`src/rtl/useq_ctrl.sv`:
```
`default_nettype none
// ============================================================================
// Module : useq_ctrl
// Brief  : Microcode sequencer holding IR and uPC, driving datapath control
//          from an external microcode store with stall, flags, halt and trap.
// Rev    : 1.0  initial release
// ============================================================================
module useq_ctrl #(
    parameter int N      = 16,
    parameter int UPC_W  = 3,
    parameter int CTRL_W = 16,
    parameter int CNT_W  = 16
) (
    input  logic                clk,
    input  logic                rst,
    input  logic [15:0]         din,
    input  logic                mem_ready,
    input  logic                o_flag,
    input  logic                z_flag,
    input  logic                n_flag,
    output logic [UPC_W+4:0]    uaddr,
    input  logic [CTRL_W+7:0]   uword,
    output logic [CTRL_W-1:0]   ctrl,
    output logic                ctrl_valid,
    output logic [2:0]          waddr,
    output logic [2:0]          ra,
    output logic [2:0]          rb,
    output logic [N-1:0]        offset,
    output logic                halted,
    output logic                ucode_err,
    output logic [CNT_W-1:0]    retired
);

    localparam logic [UPC_W-1:0] c_UPC_MAX = '1;

    logic [15:0]        r_ir;
    logic [UPC_W-1:0]   r_upc;
    logic               r_flag;
    logic               r_halted;
    logic               r_ucode_err;
    logic [CNT_W-1:0]   r_retired;

    logic               w_last;
    logic               w_ir_ld;
    logic               w_mem_wait;
    logic               w_halt;
    logic [1:0]         w_flag_sel;
    logic               w_flag_cap;
    logic               w_unused_rsvd;
    logic               w_stall;
    logic               w_adv;
    logic               w_flag_val;
    logic [N-1:0]       w_off_long;
    logic [N-1:0]       w_off_short;

    assign w_last        = uword[7];
    assign w_ir_ld       = uword[6];
    assign w_mem_wait    = uword[5];
    assign w_halt        = uword[4];
    assign w_flag_sel    = uword[3:2];
    assign w_flag_cap    = uword[1];
    assign w_unused_rsvd = uword[0];

    assign w_stall    = w_mem_wait & ~mem_ready;
    assign w_adv      = ~r_halted & ~w_stall;

    always_comb begin
        w_flag_val = 1'b0;
        case (w_flag_sel)
            2'b00:   w_flag_val = o_flag;
            2'b01:   w_flag_val = z_flag;
            2'b10:   w_flag_val = n_flag;
            default: w_flag_val = 1'b0;
        endcase
    end

    always_ff @(posedge clk) begin
        if (rst) begin
            r_ir        <= '0;
            r_upc       <= '0;
            r_flag      <= 1'b0;
            r_halted    <= 1'b0;
            r_ucode_err <= 1'b0;
            r_retired   <= '0;
        end else if (w_adv) begin
            // last beats the overrun trap when both land on the final slot
            if (w_last) begin
                r_upc <= '0;
            end else if (r_upc == c_UPC_MAX) begin
                r_upc       <= '0;
                r_ucode_err <= 1'b1;
            end else begin
                r_upc <= r_upc + UPC_W'(1);
            end

            if (w_ir_ld)
                r_ir <= din;

            if (w_flag_cap)
                r_flag <= w_flag_val;
            else if (w_last)
                r_flag <= 1'b0;

            if (w_last)
                r_retired <= r_retired + CNT_W'(1);

            if (w_halt)
                r_halted <= 1'b1;
        end
    end

    assign w_off_long  = N'($signed(r_ir[11:0]));
    assign w_off_short = N'($signed(r_ir[8:0]));

    assign uaddr      = {r_ir[15:12], r_flag, r_upc};
    assign ctrl       = r_halted ? '0 : uword[CTRL_W+7:8];
    assign ctrl_valid = w_adv;
    assign waddr      = r_ir[11:9];
    assign ra         = r_ir[8:6];
    assign rb         = r_ir[5:3];
    assign offset     = (r_ir[15:14] == 2'b11) ? w_off_long : w_off_short;
    assign halted     = r_halted;
    assign ucode_err  = r_ucode_err;
    assign retired    = r_retired;

endmodule
`default_nettype wire

```
`config.mk`:
```
export PLATFORM = sky130hd
export DESIGN_NAME = useq_ctrl
export DESIGN_NICKNAME = d
export VERILOG_FILES = /design/src/rtl/useq_ctrl.sv
export SDC_FILE = /design/constraint.sdc
export NUM_CORES = 1
export LEC_CHECK = 0
export BUFFER_PORTS_ARGS = -buffer_cell sky130_fd_sc_hd__buf_2
export CORE_MARGIN = 4
export CORE_UTILIZATION = 44
export CTS_BUF_LIST = sky130_fd_sc_hd__clkbuf_2 sky130_fd_sc_hd__clkbuf_4 sky130_fd_sc_hd__clkbuf_8
export CTS_CLUSTER_SIZE = 10
export DETAILED_ROUTE_END_ITERATION = 8
export PLACE_DENSITY = 0.82
export REMOVE_ABC_BUFFERS = 1
export SYNTH_ARGS = -nofsm -noshare
export SYNTH_HDL_FRONTEND = slang
export SYNTH_SLANG_ARGS = --single-unit
```
`constraint.sdc`:
```
create_clock -name clk -period 2.08 [get_ports clk]
set_input_delay 0.208 -clock clk [delete_from_list [all_inputs] [get_ports clk]]
set_output_delay 0.208 -clock clk [all_outputs]
set_load 0.01 [all_outputs]
```
-- Word level (Yosys, flattened, before mapping)
Index checks and enable logic that the tools add are counted.
- logic and storage cells: 32
- input bits: 46
- bits in registers: 38
- output and inout bits: 68
- eq/ne operators: 4
- add/subtract/negate cells: 2
- muxes and demuxes: 7
- bitwise logic cells: 6
- reduce and logical (&&, ||, !) cells: 7
- operator list (operator ; number):
    2-to-1 mux 16 bit ; 2
    adder 16 x 1 -> 16 bit, second input constant ; 1
    AND reduction 2 bit ; 4
    2-to-1 mux 3 bit ; 2
    == test 2 bit, second input constant ; 2
    inverter 1 bit ; 4
    adder 3 x 1 -> 3 bit, second input constant ; 1
    == test 3 bit, second input constant ; 1
    one-hot mux 1 bit (3 select lines) ; 1
    AND reduction 3 bit ; 1
    AND 1 bit ; 2
    == test 2 x 1 -> 1 bit, second input constant ; 1
    zero test 2 bit ; 1
    2-to-1 mux 1 bit ; 2
    nonzero test 2 bit ; 1

-- Longest topological paths before layout
- word-level depth: 5
- depth in mapped cells: 7
- depth with buffers taken out: 5

-- Least setup slack after synthesis
No wires, ideal clock.
- path kind: register to register
- from: reg r_retired[0], in the netlist retired[0]
- to: reg r_retired[14], in the netlist retired[14]
- path slack: 0.508 ns
- data required time: 2.010 ns
- library setup time: 0.070 ns
- clock period less this slack: 1.572 ns
- cell stages (with the launch flop): 6
- data arrival time: 1.502 ns
- buffers on the path: 0
- path through: dfxtp_1 > ha_1 > and2_1 > nand4_4 > or3_2 > a21oi_1
- longest elaborated chain between the ends: 1
- ends and longest elaborated chain (element ; line ; RTL):
    start: declaration ; 41 ; logic [CNT_W-1:0] r_retired;
    start signal: assignment ; 105 ; r_retired <= r_retired + CNT_W'(1);
    adder 16 x 1 -> 16 bit ; 105 ;
No other way between the ends.
A chain may end at the register's enable or synchronous reset.

-- Worst setup path after layout
Same ends and word-level chain as after synthesis.

==> results by group <==
Setup path
  • Slowest CP cell: or3_2
  • CP startpoint kind: flip-flop
  • Worst Path Arrival: 1.87 ns
  • Crit path cell chain: ha_1 > and2_1 > nand4_4 > or3_2 > a21oi_1
  • Crit. End Element: flip-flop
  • Reg2reg start: retired[0]
  • CP max FO: 9
  • R2R cell count: 5
  • Largest stage delay, worst path: 0.49 ns
  • Critical path required time: 2.29 ns
  • Reg-to-reg setup timing slack: 0.42 ns
  • Setup CP Type: flip-flop to flip-flop
  • Reg2reg end: retired[14]

STA
  • Post-layout min period: 1.657 ns
  • Final period util: 0.7967
  • Relative slew margins: 0.6116
  • Setup TNS: 0 ns
  • Worst Skew: 0.007230 ns
  • Pins Over Slew Limit: 0
  • Final setup viols: 0
  • Hold Fails Final Rpt: 0
  • RSZ-0062 raised after global routing: false
  • Fmax achieved: 603.5 MHz
  • Slew @ Worst Pin: 0.5809 ns

Synth
  • Distinct cell type count after synthesis: 38
  • Synth warnings: 0
  • Post-Syn Instances: 225
  • Synth Cell Area: 1843 um^2
  • Sequential fraction of the synthesis area: 0.4128
  • Yosys reg bits: 38
  • Synthesized area per cell: 8.191 um^2

Clock network
  • Clk root buf: clkbuf_8
  • Postcts setup bufs: 0
  • Post-cts resize count: 0
  • Clock sink count: 38
  • H-Tree Depth: 2
  • Number of CTS-inserted buffers: 5
  • CTS tree: built
  • Clock Path Buffers: 2
  • Hold Buf Count CTS: 0
  • Clock transition at path regs: 0.07 ns
  • Clk_lat worst skew: 0.28 ns

Placement
  • I/O Buffers: 112
  • Placer Congestion: 0.7956
  • Hpwl dp: 3.604 mm
  • Dpl cells: 368

Global routing
  • Initial antenna violation count: 0
  • Grt ovf: 0
  • Vias in the first global route: 1763
  • Largest net degree at the start of global routing: 26
  • GRT Overall Usage: 0.1754
  • First-pass GRT wire length: 7.410 mm

Run
  • Number of max-cap violations: 0

Die
  • Die Ht: 72.72 um
  • Core area: 4029 um^2
  • Starting Density: 0.4575
  • Ports: 114
  • Core Rows: 23
  • Chip width: 72.72 um
  • Die area: 5288 um^2

Detailed routing
  • Routed Wire Length: 4.599 mm
  • Drt initial violations: 52
  • Avg WL per Cell: 12.23 um
  • Via Count: 1871
  • Post-DRT Antenna Nets: 0
  • Vias/cell: 4.976
  • Initial DRT Pass Iterations: 4
  • Residual DRC count: 0

Layout
  • Area growth from synthesis to layout: 32.45%
  • Share of cells above drive strength 1: 0.4080
  • Most frequent cells in the layout: buf_2 (112), nand2_1 (38), dfxtp_1 (38)
  • Final #Nets: 374
  • Fin cells: 376
  • Commonest non-fill, non-tap cell in the layout: buf_2
  • ANT cells: 0

Run status
  • Outcome: complete, no violations

Min path
  • Hold_sp: uword[4]
  • HP Class: input port to flip-flop
  • Min-Delay Endpoint: halted
  • Worst Hold Path Cells: 3

Power
  • Leak pwr: 1.204 nW
  • Maximum vdd ir drop: 0.4215 mV
  • Pwr Density: 632.3 nW/um^2
-- registers in the layout (all words and copies together) (netlist names) --
signal / flops
r_flag: 1
r_ir: 16
ucode_err: 1
retired: 16
r_upc: 3
halted: 1
-- area by class of cell --
cell class                 count  area (um^2)
clock buffer                   7        90.09
clock inverter                 1        5.005
fill                         376         1588
inverter                       4        15.01
multi-input combinational    162        932.1
sequential                    38        760.7
tap                           50        62.56
timing repair buffer         114        575.6
-- worst max-delay path by stage --
stage	startpoint	end	slack, ns	depth (start not counted)
after global placement	mem_ready	retired[7]	0.42	5
final	retired[0]	retired[14]	0.42	5
after CTS	retired[0]	retired[14]	0.42	5
after global routing	retired[3]	retired[7]	0.29	4
after detailed placement	mem_ready	retired[7]	0.40	5
after floorplan	halted	retired[11]	0.40	4
-- critical path: cells and delay by family, from the launching register on --
kind | cells | cell delay, ns
AOI/OAI and AO/OA | 1 | 0.14
DFF | 1 | 0.40
adders and majority gates | 1 | 0.19
and+or+nand+nor | 3 | 0.86
-- kinds of logic (layout without fill, tap and decap cells) --
group	count (synthesis)	count (layout)	synth area share
flops	38	38	0.4128
xor+xnor	6	6	0.02851
fa+ha+maj	3	3	0.02037
simple gates	106	106	0.3103
compound gates	44	44	0.1297
mux	3	3	0.01697
buf+inv	25	126	0.08146
-- cells in the mapped netlist, drive strengths merged --
master,number,area [um^2]
mux2,1,11.26
or4,1,7.510
nand4,5,61.31
o21ai,9,45.04
o31ai,1,7.510
and3,3,20.02
nand2b,1,6.260
buf,15,103.9
dlymetal6s2s,1,12.51
xnor2,4,35.03
nor2,14,52.55
mux2i,2,20.02
xor2,2,17.52
nor2b,18,112.6
or2b,1,7.510
nand2,38,142.6
a21oi,29,145.1
and2b,1,8.760
ha,3,37.54
nand3,7,35.03
a31o,3,26.28
clkbuf,5,18.77
or3,7,46.29
inv,4,15.01
a22oi,1,7.510
nand3b,3,22.52
a21boi,1,7.510
dfxtp,38,760.7
nor3,2,10.01
and4,2,20.02
and2,2,12.51
nor4,1,6.260
-- stage by stage --
step | setup slack (ns) | hold slack [ns] | cell area (um^2) | total power [mW] | util
6_report | 0.4230 | 0.1582 | 2441 | 1.544 | 0.6059
5_1_grt | 0.2921 | 0.1592 | 2441 | 1.621 | 0.6059
4_1_cts | 0.4220 | 0.1510 | 2441 | 1.569 | 0.6059
3_5_place_dp | 0.3956 | 0.4428 | 2346 | 1.048 | 0.5823
3_3_place_gp | 0.4204 | 0.4357 | 2346 | 1.042 | 0.5823
2_1_floorplan | 0.4004 | 0.2771 | 1708 | 0.9105 | -
-- where the power goes --
part / internal [mW] / leakage (nW) / total, mW / switching [mW]
clock: 0.280 / 0.0517 / 0.516 / 0.236
combinational: 0.115 / 0.843 / 0.256 / 0.141
sequential: 0.753 / 0.309 / 0.772 / 0.0189
total: 1.15 / 1.20 / 1.54 / 0.396
-- routing by layer --
metal | GRT usage | part of all wire
met5 | 0 | 0
met4 | 0.04303 | 0.0059
met3 | 0.05647 | 0.12
met2 | 0.3196 | 0.49
met1 | 0.1962 | 0.39
(Power assumes the default switching activity.)
